$ cat src/rtl/mult_pkg.sv
// Shared definitions for the iterative 16x16 shift-add multiplier.
//   mult_state_t : controller states
//   MULT_WIDTH   : operand width (tied to the shared adder width)
//   MULT_CNT_W   : iteration counter width, log2(MULT_WIDTH)
//   mag16()      : unsigned magnitude of a two's-complement operand
package mult_pkg;

  localparam int unsigned MULT_WIDTH = 16;
  localparam int unsigned MULT_CNT_W = 4;

  typedef enum logic [2:0] {
    IDLE,
    CALC,
    NEG_LO,
    NEG_HI,
    DONE
  } mult_state_t;

  // 0x8000 maps to itself, which is the correct unsigned magnitude.
  function automatic logic [MULT_WIDTH-1:0] mag16(input logic [MULT_WIDTH-1:0] x);
    return x[MULT_WIDTH-1] ? (~x + 16'd1) : x;
  endfunction

endpackage

$ cat src/rtl/mult_fsm.sv
// Controller for the iterative multiplier: state register, iteration
// counter, busy/done decode and the adder-port select lines.
//   clk, rst_n  : clock, asynchronous active-low reset
//   start       : request, honoured only in IDLE
//   neg         : result must be negated after the shift-add phase
//   busy, done  : status (done is a one-cycle pulse in DONE)
//   load        : operands are being latched this cycle
//   sel_calc    : shift-add step active
//   sel_neg_lo  : negate low half
//   sel_neg_hi  : negate high half using the stored carry
module mult_fsm
  import mult_pkg::*;
#(
  parameter int unsigned CNT_W = MULT_CNT_W
) (
  input  logic clk,
  input  logic rst_n,
  input  logic start,
  input  logic neg,
  output logic busy,
  output logic done,
  output logic load,
  output logic sel_calc,
  output logic sel_neg_lo,
  output logic sel_neg_hi
);

  mult_state_t      state_q, state_d;
  logic [CNT_W-1:0] cnt_q, cnt_d;

  always_ff @(posedge clk or negedge rst_n) begin
    if (!rst_n) begin
      state_q <= IDLE;
      cnt_q   <= '0;
    end else begin
      state_q <= state_d;
      cnt_q   <= cnt_d;
    end
  end

  always_comb begin
    state_d    = state_q;
    cnt_d      = cnt_q;
    load       = 1'b0;
    sel_calc   = 1'b0;
    sel_neg_lo = 1'b0;
    sel_neg_hi = 1'b0;
    busy       = 1'b1;
    done       = 1'b0;
    unique case (state_q)
      IDLE: begin
        busy = 1'b0;
        if (start) begin
          load    = 1'b1;
          cnt_d   = '0;
          state_d = CALC;
        end
      end
      CALC: begin
        sel_calc = 1'b1;
        // Counter wraps to zero on the last iteration.
        cnt_d    = cnt_q + 1'b1;
        if (cnt_q == '1) state_d = neg ? NEG_LO : DONE;
      end
      NEG_LO: begin
        sel_neg_lo = 1'b1;
        state_d    = NEG_HI;
      end
      NEG_HI: begin
        sel_neg_hi = 1'b1;
        state_d    = DONE;
      end
      DONE: begin
        done    = 1'b1;
        state_d = IDLE;
      end
      default: state_d = IDLE;
    endcase
  end

endmodule

$ cat src/rtl/seq_mult_div_free_multiplier.sv
// 16x16 -> 32-bit iterative shift-add multiplier (MIPS mult/multu into
// HI/LO). All accumulate and negate steps use the parent's shared adder.
//   clk, rst_n         : clock, asynchronous active-low reset
//   start, is_signed   : request and signedness, latched in IDLE
//   op_a, op_b         : multiplicand / multiplier
//   busy, done         : status; done pulses when the product is valid
//   prod_hi, prod_lo   : HI / LO result registers
//   add_a/add_b/add_cin: operands driven to the shared adder
//   add_sum/add_cout   : result returned from the shared adder
module seq_mult_div_free_multiplier
  import mult_pkg::*;
#(
  parameter int unsigned WIDTH = MULT_WIDTH,
  parameter int unsigned CNT_W = MULT_CNT_W
) (
  input  logic             clk,
  input  logic             rst_n,
  input  logic             start,
  input  logic             is_signed,
  input  logic [WIDTH-1:0] op_a,
  input  logic [WIDTH-1:0] op_b,
  output logic             busy,
  output logic             done,
  output logic [WIDTH-1:0] prod_hi,
  output logic [WIDTH-1:0] prod_lo,
  output logic [WIDTH-1:0] add_a,
  output logic [WIDTH-1:0] add_b,
  output logic             add_cin,
  input  logic [WIDTH-1:0] add_sum,
  input  logic             add_cout
);

  logic [WIDTH-1:0] mcand_q, mcand_d;
  logic [WIDTH-1:0] prod_hi_q, prod_hi_d;
  logic [WIDTH-1:0] prod_lo_q, prod_lo_d;
  logic             neg_q, neg_d;
  logic             carry_q, carry_d;
  logic             load, sel_calc, sel_neg_lo, sel_neg_hi;

  mult_fsm #(
    .CNT_W(CNT_W)
  ) u_fsm (
    .clk        (clk),
    .rst_n      (rst_n),
    .start      (start),
    .neg        (neg_q),
    .busy       (busy),
    .done       (done),
    .load       (load),
    .sel_calc   (sel_calc),
    .sel_neg_lo (sel_neg_lo),
    .sel_neg_hi (sel_neg_hi)
  );

  always_ff @(posedge clk or negedge rst_n) begin
    if (!rst_n) begin
      mcand_q   <= '0;
      prod_hi_q <= '0;
      prod_lo_q <= '0;
      neg_q     <= 1'b0;
      carry_q   <= 1'b0;
    end else begin
      mcand_q   <= mcand_d;
      prod_hi_q <= prod_hi_d;
      prod_lo_q <= prod_lo_d;
      neg_q     <= neg_d;
      carry_q   <= carry_d;
    end
  end

  always_comb begin
    mcand_d   = mcand_q;
    prod_hi_d = prod_hi_q;
    prod_lo_d = prod_lo_q;
    neg_d     = neg_q;
    carry_d   = carry_q;
    add_a     = '0;
    add_b     = '0;
    add_cin   = 1'b0;
    if (load) begin
      mcand_d   = is_signed ? mag16(op_a) : op_a;
      prod_lo_d = is_signed ? mag16(op_b) : op_b;
      prod_hi_d = '0;
      neg_d     = is_signed & (op_a[WIDTH-1] ^ op_b[WIDTH-1]);
    end else if (sel_calc) begin
      add_a = prod_hi_q;
      add_b = prod_lo_q[0] ? mcand_q : '0;
      // {cout, sum, lo} shifted right by one; lo's LSB is consumed.
      prod_hi_d = {add_cout, add_sum[WIDTH-1:1]};
      prod_lo_d = {add_sum[0], prod_lo_q[WIDTH-1:1]};
    end else if (sel_neg_lo) begin
      add_a     = ~prod_lo_q;
      add_cin   = 1'b1;
      prod_lo_d = add_sum;
      carry_d   = add_cout;
    end else if (sel_neg_hi) begin
      add_a     = ~prod_hi_q;
      add_cin   = carry_q;
      prod_hi_d = add_sum;
    end
  end

  assign prod_hi = prod_hi_q;
  assign prod_lo = prod_lo_q;

endmodule

$ cat config.mk
export PLATFORM = sky130hd
export DESIGN_NAME = seq_mult_div_free_multiplier
export DESIGN_NICKNAME = d
export VERILOG_FILES = /design/src/rtl/mult_pkg.sv /design/src/rtl/mult_fsm.sv /design/src/rtl/seq_mult_div_free_multiplier.sv
export SDC_FILE = /design/constraint.sdc
export NUM_CORES = 1
export LEC_CHECK = 0
export CAP_MARGIN = 25
export CORE_MARGIN = 1
export CORE_UTILIZATION = 51
export CTS_CLUSTER_SIZE = 10
export DETAILED_ROUTE_END_ITERATION = 6
export PLACE_DENSITY = 0.82
export SETUP_SLACK_MARGIN = 0.5
export SLEW_MARGIN = 0
export SYNTH_ARGS = -nofsm -noshare
export SYNTH_HDL_FRONTEND = slang
export SYNTH_HIERARCHICAL = 1
export SYNTH_SLANG_ARGS = --single-unit
$ cat constraint.sdc
create_clock -name clk -period 3.45 [get_ports clk]
set_input_delay 0.345 -clock clk [delete_from_list [all_inputs] [get_ports clk]]
set_output_delay 0.345 -clock clk [all_outputs]
set_load 0.01 [all_outputs]
==> qor.yml <==
min_path:
  hp-class: "in -> async"
finish:
  synthToLayoutAreaGrowth_pct: 39.0
  num-nets-final: 606
  drive_gt1_frac: 0.0793
  diodes: 0
  fin_area_um2: 5470
  nFillCells: 545
yosys:
  yosysWarnings: 6
  ys_ff_latch: 57
  synth_top_area_share: 0.362
  netlist_instances: 438
  ys_seq_area_frac: 0.362
  synth_cell_types: 50
  avgSynthCellArea_um2: 8.99
  synth-edff-count: 0
  synth_ff_type: "dfrtp_1"
  syn_area_um2: 3940
  synth_fp_nets: 494
  synth_area_leaders: "dfrtp_1, mux2i_1, nor2_1"
  synth_top_cell_by_area: "dfrtp_1"
  ys_async_sr_fraction: 1.00
timing:
  setup_viol: 0
  tightest_slew_ns: 0.696
  finalMaxSlewViolations: 0
  setup_tns_ns: 0
  skew_ns: 0.0115
  timing.final.ws_setup_ns: 0.556
  fmax_ghz: 0.346
  rsz0062_at_grt: "yes"
  finalHoldViolCount: 0
  finalCritPeriodShare: 0.839
  slew_headroom: 0.532
  min_period_ns: 2.89
drt:
  met1_length_um: 4630
  met2_length_um: 5120
  wl_um: 10700
  drtAntennaViolNets: 0
  wl_per_cell_um: 16.3
  wl_met3_um: 797
  drt-initial-drc-count: 275
  drcViolationCount: 0
  drtPass1Iterations: 5
  top_layer_used: "met4"
  num_vias: 3752
  via_per_inst: 5.74
clock_network:
  ctsHtreeMaxLevel: 3
  numCtsBuffers: 9
  clockBufferDepth: 2
  clk_pin_slew_ns: 0.07
  cts_num_sinks: 57
  cts_tree: "built"
  clock_latency_ns: 0.34
  cts_root_buf: "clkbuf_8"
worst_setup_path:
  cp.arrival_ns: 2.55
  crit_fanout: 16
  cp.required_ns: 3.11
  criticalPathCategory: "reg -> out"
  worstSetupStartpointType: "flop"
  cp-end-kind: "output port"
floorplan:
  die_area_um2: 8070
  row_count: 31
  dieHeight_um: 89.9
  die_x_um: 89.9
  start_util: 0.534
  ios: 120
  core_area_um2: 7370
place:
  dpl_worst_slack_ns: 0.788
  dp_hpwl_um: 7530
  place.gp.congestion: 0.917
  portBuffers: 119
  dpl-instance-area_um2: 5180
global_route:
  grt_pass1_wl_um: 17400
  grt_pass1_vias: 3564
  grt_max_degree: 70
  gr-total-overflow: 0
  grtUsageTotal: 0.271
  grt_antenna_before_repair: 0
run_status:
  outcome: "finished, final reports clean"
power:
  p_per_area_nw_per_um2: 869
  ir_drop_v: 0.000557
  leakage_nw: 2.21
flow_run:
  max_cap_viol_count: 0
layer usage:
layer,vias to the layer above,track usage
met3,10,0.0736
met1,1791,0.350
met5,-,0
met4,0,0.0887
met2,142,0.440
li1,1809,-
synthesized netlist by cell type (all sizes together) (6+ instances only):
library cell  count
nand3             6
mux2i            50
a211oi            8
o21ai            14
inv              11
buf              14
a21oi            31
o22ai            16
mux2             21
dfrtp            57
a31oi             8
and2             19
nand2            12
xor2              8
nor4              6
xnor2            15
nor2             75
clkbuf           16
or3               6
registers in the layout, summed over array words and instances, names as in the netlist:
register,cells
prod_hi,16
mcand_q,16
prod_lo,16
u_fsm/state_q,3
u_fsm/cnt_q,4
neg_q,1
carry_q,1
report_power, final:
part           total (mW)  switching, mW  internal (mW)
Clock               0.697          0.272          0.425
Combinational        2.73           1.31           1.42
Sequential           1.33          0.324           1.00
Total                4.76           1.91           2.85
metrics by stage:
step                instances  hold WS [ns]  total power, mW  utilization
finish                    654         0.327             4.76        0.742
global route              654         0.327             5.09        0.742
CTS                       649         0.188             4.73        0.735
detailed placement        633         0.489             3.98        0.703
global placement          633         0.489             3.92        0.703
floorplan                 438        0.0494             2.87            -
critical path: stages, from the launching register on:
cell             delay [ns]
dfrtp_1                0.49
and2_2                 0.28
buf_6                  0.19
or3b_1                 0.35
a21oi_1                0.18
a21oi_1                0.06
nor2_1                 0.11
clkdlybuf4s50_1        0.55
area by class of cell:
class / instances / area [um2] / share of cell area
clock buffer: 11 / 141 / 0.0258
clock inverter: 5 / 78.8 / 0.0144
inverter: 11 / 41.3 / 0.00755
multi-input combinational: 340 / 2340 / 0.428
sequential: 57 / 1430 / 0.261
tap: 99 / 124 / 0.0226
timing repair buffer: 131 / 1320 / 0.240
repair_timing:
item | 4_1_cts | 5_1_grt
pin swaps | 0 | 0
hold endpoints to repair | 0 | 2
setup endpoints to repair | 4 | 15
buffers inserted | 0 | 3
gates resized for setup | 4 | 2
hold buffers | 0 | 1
final timing paths:
| kind | startpoint | endpoint | slack (ns) | cells past startpoint |
|---|---|---|---|---|
| max | u_fsm/state_q[1]$_DFFE_PN0P_ | add_a[14] | 0.56 | 7 |
| min | rst_n | mcand_q[5]$_DFFE_PN0P_ | 0.33 | 2 |
| max reg2reg | u_fsm/state_q[1]$_DFFE_PN0P_ | prod_lo[13]$_DFFE_PN0P_ | 1.27 | 6 |
| min reg2reg | mcand_q[0]$_DFFE_PN0P_ | mcand_q[0]$_DFFE_PN0P_ | 0.51 | 1 |
| max in group asynchronous | rst_n | prod_lo[12]$_DFFE_PN0P_ | 2.44 | 4 |
| min in group clk | mcand_q[0]$_DFFE_PN0P_ | mcand_q[0]$_DFFE_PN0P_ | 0.51 | 1 |
placed cells by master, fill, tap and decap left out, drive strengths merged, types with 2 or more instances in the layout:
master,netlist,final
a211oi,8,8
a21oi,31,31
a22o,3,3
a31oi,8,8
a41oi,4,4
and2,19,19
and4,2,2
buf,14,12
bufinv,0,2
clkbuf,16,11
clkdlybuf4s50,0,118
clkinv,0,3
dfrtp,57,57
ha,3,3
inv,11,11
mux2,21,21
mux2i,50,50
nand2,12,12
nand2b,2,2
nand3,6,6
nor2,75,75
nor2b,2,2
nor3,4,4
nor3b,3,3
nor4,6,6
o21ai,14,14
o22ai,16,16
o31ai,3,3
o41ai,3,3
or3,6,6
or4,4,4
or4b,2,2
xnor2,15,15
xor2,8,8
cells by family (layout without fill, tap and decap cells):
kind of cell,count (synthesis),after routing,share of synthesized area
AO/OA/AOI/OAI,95,95,0.156
XOR/XNOR,23,23,0.0512
adder cells (fa/ha/maj),3,3,0.00954
buffers and inverters,41,158,0.0464
flip-flops,57,57,0.362
multiplexers,71,71,0.187
AND/OR/NAND/NOR,148,148,0.187
No activity file was read; power rests on OpenSTA's default activity.
